[config.mk]
export PLATFORM = sky130hd
export DESIGN_NAME = fifo_uart_tx
export DESIGN_NICKNAME = d
export VERILOG_FILES = /design/src/rtl/fifo_uart_tx.sv
export SDC_FILE = /design/constraint.sdc
export NUM_CORES = 1
export LEC_CHECK = 0
export BUFFER_PORTS_ARGS = -buffer_cell sky130_fd_sc_hd__buf_4
export CELL_PAD_IN_SITES_DETAIL_PLACEMENT = 2
export CELL_PAD_IN_SITES_GLOBAL_PLACEMENT = 2
export CORE_ASPECT_RATIO = 0.6
export CORE_MARGIN = 2
export CORE_UTILIZATION = 35
export DETAILED_ROUTE_END_ITERATION = 10
export PLACE_DENSITY_LB_ADDON = 0.1
export RECOVER_POWER = 100
export SETUP_SLACK_MARGIN = 0.4
export SYNTH_ARGS = -nofsm -noshare
export SYNTH_HDL_FRONTEND = slang
export SYNTH_SLANG_ARGS = --single-unit
[constraint.sdc]
create_clock -name clk -period 2.5 [get_ports clk]
set_input_delay 0.625 -clock clk [delete_from_list [all_inputs] [get_ports clk]]
set_output_delay 0.625 -clock clk [all_outputs]
set_load 0.005 [all_outputs]
[src/rtl/fifo_uart_tx.sv]
// fifo_uart_tx: sole reader of the 8-entry byte FIFO. Each byte is fetched
// with a single rd_en pulse and shifted out as one UART 8N1 frame
// (start bit, 8 data bits LSB first, stop bit).
//
// Handshake: fifo_rd_en is a one-cycle strobe, raised only in IDLE when
// tx_enable is high and fifo_empty is low. The FIFO returns the byte on
// fifo_data in the following cycle (FETCH), where it is captured. There is
// exactly one read per frame.
module fifo_uart_tx #(
  parameter int CLKS_PER_BIT = 434
) (
  input  logic        clk,
  input  logic        rst_n,
  input  logic        tx_enable,
  input  logic        fifo_empty,
  input  logic [7:0]  fifo_data,
  output logic        fifo_rd_en,
  output logic        tx,
  output logic        busy,
  output logic [15:0] bytes_sent
);

  localparam int CNT_W = (CLKS_PER_BIT > 1) ? $clog2(CLKS_PER_BIT) : 1;
  localparam logic [CNT_W-1:0] CNT_LAST = CNT_W'(CLKS_PER_BIT - 1);

  typedef enum logic [2:0] {
    IDLE  = 3'd0,
    FETCH = 3'd1,
    START = 3'd2,
    DATA  = 3'd3,
    STOP  = 3'd4
  } state_t;

  state_t           state, state_next;
  logic [CNT_W-1:0] baud_cnt, baud_cnt_next;
  logic [2:0]       bit_idx, bit_idx_next;
  logic [7:0]       shift_reg, shift_reg_next;
  logic             tx_next;
  logic             busy_next;
  logic [15:0]      bytes_sent_next;
  logic             baud_done;

  // Last cycle of the current bit period.
  assign baud_done = (baud_cnt == CNT_LAST);

  // State and datapath registers; reset drops any frame in progress.
  always_ff @(posedge clk or negedge rst_n) begin
    if (!rst_n) begin
      state      <= IDLE;
      baud_cnt   <= '0;
      bit_idx    <= '0;
      shift_reg  <= '0;
      tx         <= 1'b1;
      busy       <= 1'b0;
      bytes_sent <= '0;
    end else begin
      state      <= state_next;
      baud_cnt   <= baud_cnt_next;
      bit_idx    <= bit_idx_next;
      shift_reg  <= shift_reg_next;
      tx         <= tx_next;
      busy       <= busy_next;
      bytes_sent <= bytes_sent_next;
    end
  end

  // Next-state, read strobe and next register values.
  always_comb begin
    state_next      = state;
    baud_cnt_next   = baud_cnt;
    bit_idx_next    = bit_idx;
    shift_reg_next  = shift_reg;
    tx_next         = tx;
    bytes_sent_next = bytes_sent;
    fifo_rd_en      = 1'b0;

    case (state)
      IDLE: begin
        // rst_n term keeps the strobe low during reset even though
        // the other inputs may request a read.
        fifo_rd_en = tx_enable & ~fifo_empty & rst_n;
        if (fifo_rd_en) begin
          state_next = FETCH;
        end
      end

      FETCH: begin
        // Read data is valid now; the start bit begins at this edge.
        shift_reg_next = fifo_data;
        tx_next        = 1'b0;
        baud_cnt_next  = '0;
        state_next     = START;
      end

      START: begin
        if (baud_done) begin
          baud_cnt_next = '0;
          bit_idx_next  = 3'd0;
          tx_next       = shift_reg[0];
          state_next    = DATA;
        end else begin
          baud_cnt_next = baud_cnt + CNT_W'(1);
        end
      end

      DATA: begin
        if (baud_done) begin
          baud_cnt_next = '0;
          if (bit_idx == 3'd7) begin
            tx_next    = 1'b1;
            state_next = STOP;
          end else begin
            bit_idx_next = bit_idx + 3'd1;
            tx_next      = shift_reg[bit_idx + 3'd1];
          end
        end else begin
          baud_cnt_next = baud_cnt + CNT_W'(1);
        end
      end

      STOP: begin
        if (baud_done) begin
          baud_cnt_next   = '0;
          bytes_sent_next = bytes_sent + 16'd1;
          state_next      = IDLE;
        end else begin
          baud_cnt_next = baud_cnt + CNT_W'(1);
        end
      end

      default: begin
        state_next = IDLE;
        tx_next    = 1'b1;
      end
    endcase

    busy_next = (state_next != IDLE);
  end

endmodule

==> implementation parameters <==
Parameter                              Value

Status
  Run status    finished clean

STA
  Final Hold Fails    0
  Unrepaired setup endpoints after global routing    no
  Clock Skew    0.009169 ns
  Smallest setup slack after layout    0.4420 ns
  Final min period    2.058 ns
  Final setup fails    0
  Highest attainable clock frequency    485.9 MHz
  Tightest Pin Transition    1.249 ns
  Setup TNS    0 ns
  Worst rel slew slack    0.1655
  Final-report max-slew violation count    0
  Tcrit/Tclk final    0.8232

Power
  Part of the power in the clock network    0.449
  Switching share of total power    0.2138
  Leakage    1.198 nW
  Sw Pwr    274.9 uW
  Portion of total power attributed to sequential cells    0.523
  Power density over the cells    509.8 nW/um^2
  Worst ir drop on vdd    0.2039 mV
  Power Internal    1.011 mW
  Combinational power share    0.027

Critical path
  Critical path's largest stage delay    0.50 ns
  R2R cell count    6
  Category of the most critical setup path    flip-flop to flip-flop
  Highest-delay cell along the critical path    sky130_fd_sc_hd__dfrtp_2
  CP Capture Type    flip-flop
  Capturing point of the worst reg2reg path    bytes_sent[12]
  Startpoint of the lowest-slack register-to-register path    state[0]
  Slack of the worst reg-to-reg path    0.44 ns
  Crit-path max FO    15
  CP Launch Type    flip-flop
  Worst-path cell chain    nor2_1, clkbuf_1, nand4_1, buf_12, nor4_1, xor2_1
  Required time of the worst setup path    2.73 ns
  Critical path arrival    2.28 ns

Global routing
  Global-route wire length before repair    9.259 mm
  Met3 track demand over resource in global routing    0.04427
  Pin count of the biggest net entering global routing    42
  Number of global-route vias before repair    1736
  Initial antenna violation count    0
  Global Route met1 Usage    0.2315
  GRT Total Usage    0.1762
  GR Overflow Total    0
  Layer carrying the most global-route usage    met2
  GR Layer Usage met2    0.2903

Route
  Average vias per placed instance    5.166
  DRT iter0 DRCs    20
  Post-detailed-route count of antenna-violating nets    0
  WL final    5.537 mm
  Final routed DRC violation total    0
  Iteration count of the initial detailed-routing pass    4
  Routed length per instance    17.69 um
  Via count    1617

Synth
  Netlist area before placement    2162 sq um
  Post-Syn Instances    193
  Post-synth EDFFs    0
  Most frequently used flop master after synthesis    sky130_fd_sc_hd__dfrtp_1
  Mean instance size in the synthesized netlist    11.20 sq um
  Share of the yosys chip area belonging to registers    0.4751
  Synth warnings    0
  Flops & latches, synth    41
  Async S/R FF share, synth    1.000
  Post-Syn Nets    210
  Count of cell types in the netlist    44

Finish
  Area growth from synthesis to layout    16.67%
  Flip-flop count of the largest register after layout    16
  Count of inserted antenna diode cells    0
  Layout cell share with drive strength beyond 1    0.1965
  Post-route standard cell area excluding fillers    2522 sq um
  Final net count    245
  Non-filler cells, final    313

Floorplanning
  Chip Height    64.88 um
  Die boundary width    105.5 um
  Area of the die    6843 sq um
  I/O pin count    31
  Area of the core    6028 sq um
  Starting density of the core    0.3587
  Num rows    22

CTS
  CTS clock-pin slew for the worst setup and hold paths    0.08 ns
  Root buffer selected by CTS    sky130_fd_sc_hd__clkbuf_8
  Maximum buffer depth of the clock tree    2
  Clock buffers created by TritonCTS    5
  Later-pin clock latency in the skew report    0.30 ns
  CTS tree    built
  Sink count of the clock tree    41
  Number of H-tree levels    2

Placement
  Inst Count DP    302
  Sum of net half-perimeters after detailed placement    4.043 mm
  GP Congestion    0.7825
  Worst slack at placement    0.5267 ns
  Area of placed instances    2449 sq um
  Port bufs    30

Worst hold path
  Worst hold path startpoint    shift_reg[3]
  Hold path endpoint    shift_reg[3]
  Type of the worst min-delay path    flip-flop to flip-flop
  Depth of the worst hold-timing path    1

Job
  Number of max-cap violations    0
cell type report:
| type | instances | area (sq um) |
|---|---|---|
| Multi-Input combinational cell | 135 | 975.9 |
| Sequential cell | 41 | 1030 |
| Fill cell | 624 | 3506 |
| Clock buffer | 6 | 82.58 |
| Tap cell | 84 | 105.1 |
| Timing Repair Buffer | 34 | 250.2 |
| Clock inverter | 2 | 37.54 |
| Inverter | 11 | 41.29 |
cells in the final DEF, fill, tap and decap left out, types with 4 or more instances in the layout:
cell type,Yosys,routed
sky130_fd_sc_hd__ha_1,5,5
sky130_fd_sc_hd__nand2_1,17,17
sky130_fd_sc_hd__xor2_1,14,14
sky130_fd_sc_hd__clkbuf_1,0,4
sky130_fd_sc_hd__nand4_1,5,6
sky130_fd_sc_hd__mux2i_1,7,7
sky130_fd_sc_hd__xnor2_1,4,4
sky130_fd_sc_hd__mux2_1,9,9
sky130_fd_sc_hd__dfrtp_1,40,38
sky130_fd_sc_hd__nor3_1,7,11
sky130_fd_sc_hd__o21ai_0,4,5
sky130_fd_sc_hd__clkbuf_4,0,17
sky130_fd_sc_hd__a21oi_1,6,6
sky130_fd_sc_hd__and3_1,4,4
sky130_fd_sc_hd__clkbuf_8,0,6
sky130_fd_sc_hd__buf_4,1,11
sky130_fd_sc_hd__nand3_1,13,13
sky130_fd_sc_hd__inv_1,11,11
sky130_fd_sc_hd__nor2_1,5,6
sky130_fd_sc_hd__a22o_1,6,6
worst max-delay path: cells and delay by family, from the launching register on:
family | cells | cell delay (ns)
buffers and inverters | 2 | 0.50
xor gates and xnor gates | 1 | 0.19
DFF | 1 | 0.50
and+or+nand+nor | 3 | 0.79
synthesized netlist by cell type (2+ instances only):
cell	count	share of area
sky130_fd_sc_hd__o21ai_1	2	0.0046
sky130_fd_sc_hd__nor2_1	5	0.0087
sky130_fd_sc_hd__xnor2_1	4	0.016
sky130_fd_sc_hd__dfrtp_1	40	0.46
sky130_fd_sc_hd__nor4_2	2	0.012
sky130_fd_sc_hd__a22o_1	6	0.024
sky130_fd_sc_hd__nor3_2	4	0.019
sky130_fd_sc_hd__nand2_1	17	0.030
sky130_fd_sc_hd__nand4_1	5	0.014
sky130_fd_sc_hd__and3_1	4	0.012
sky130_fd_sc_hd__nor3_1	7	0.016
sky130_fd_sc_hd__nand3_1	13	0.030
sky130_fd_sc_hd__mux2i_1	7	0.032
sky130_fd_sc_hd__mux2_1	9	0.047
sky130_fd_sc_hd__ha_1	5	0.029
sky130_fd_sc_hd__buf_6	3	0.016
sky130_fd_sc_hd__xor2_1	14	0.057
sky130_fd_sc_hd__o21ai_0	4	0.0093
sky130_fd_sc_hd__inv_1	11	0.019
sky130_fd_sc_hd__a21oi_1	6	0.014
sky130_fd_sc_hd__buf_2	2	0.0046
routing by layer:
layer / vias to the layer above / wire length [um]
li1: 758 / -
met1: 826 / 2719
met2: 26 / 2557
met3: 7 / 197
met4: 0 / 61
met5: - / 0
metrics by stage:
stage	hold WS, ns	utilization	power [mW]
floorplan	0.3294	-	0.6924
CTS	0.4168	0.4274	1.307
detailed placement	0.4818	0.4062	0.7241
global placement	0.4565	0.4062	0.7217
global route	0.5188	0.4184	1.339
finish	0.4945	0.4184	1.286
power groups by stage:
stage	Clock (mW)	Sequential, mW	Combinational (mW)
2_1_floorplan	0	0.685	0.00783
3_5_place_dp	0	0.686	0.0380
3_3_place_gp	0	0.686	0.0362
6_report	0.578	0.673	0.0354
4_1_cts	0.596	0.673	0.0380
5_1_grt	0.625	0.674	0.0400
repair_timing:
item	4_1_cts	5_1_grt
hold buffers	0	0
endpoints found under the hold margin	0	0
setup buffers	1	2
pin swaps	1	1
gates resized for setup	0	2
setup endpoints to repair	1	6
how the worst max path moves through the flow:
stage	startpoint	end	slack, ns	cells after the start
detailed placement	baud_cnt[1]	bytes_sent[10]	0.53	6
global route	state[0]	baud_cnt[3]	0.24	5
finish	state[0]	bytes_sent[12]	0.44	6
global placement	baud_cnt[1]	bytes_sent[12]	0.66	6
CTS	state[0]	fifo_rd_en	0.43	4
floorplan	baud_cnt[0]	bytes_sent[1]	0.89	6
kinds of logic after synthesis:
group,share of synthesized area
and+or+nand+nor,0.1962
DFF,0.4751
AOI/OAI and AO/OA,0.08913
xor gates and xnor gates,0.07292
muxes,0.09491
buffers and inverters,0.04282
adders and majority gates,0.02894
No activity file was read; power rests on OpenSTA's default activity.
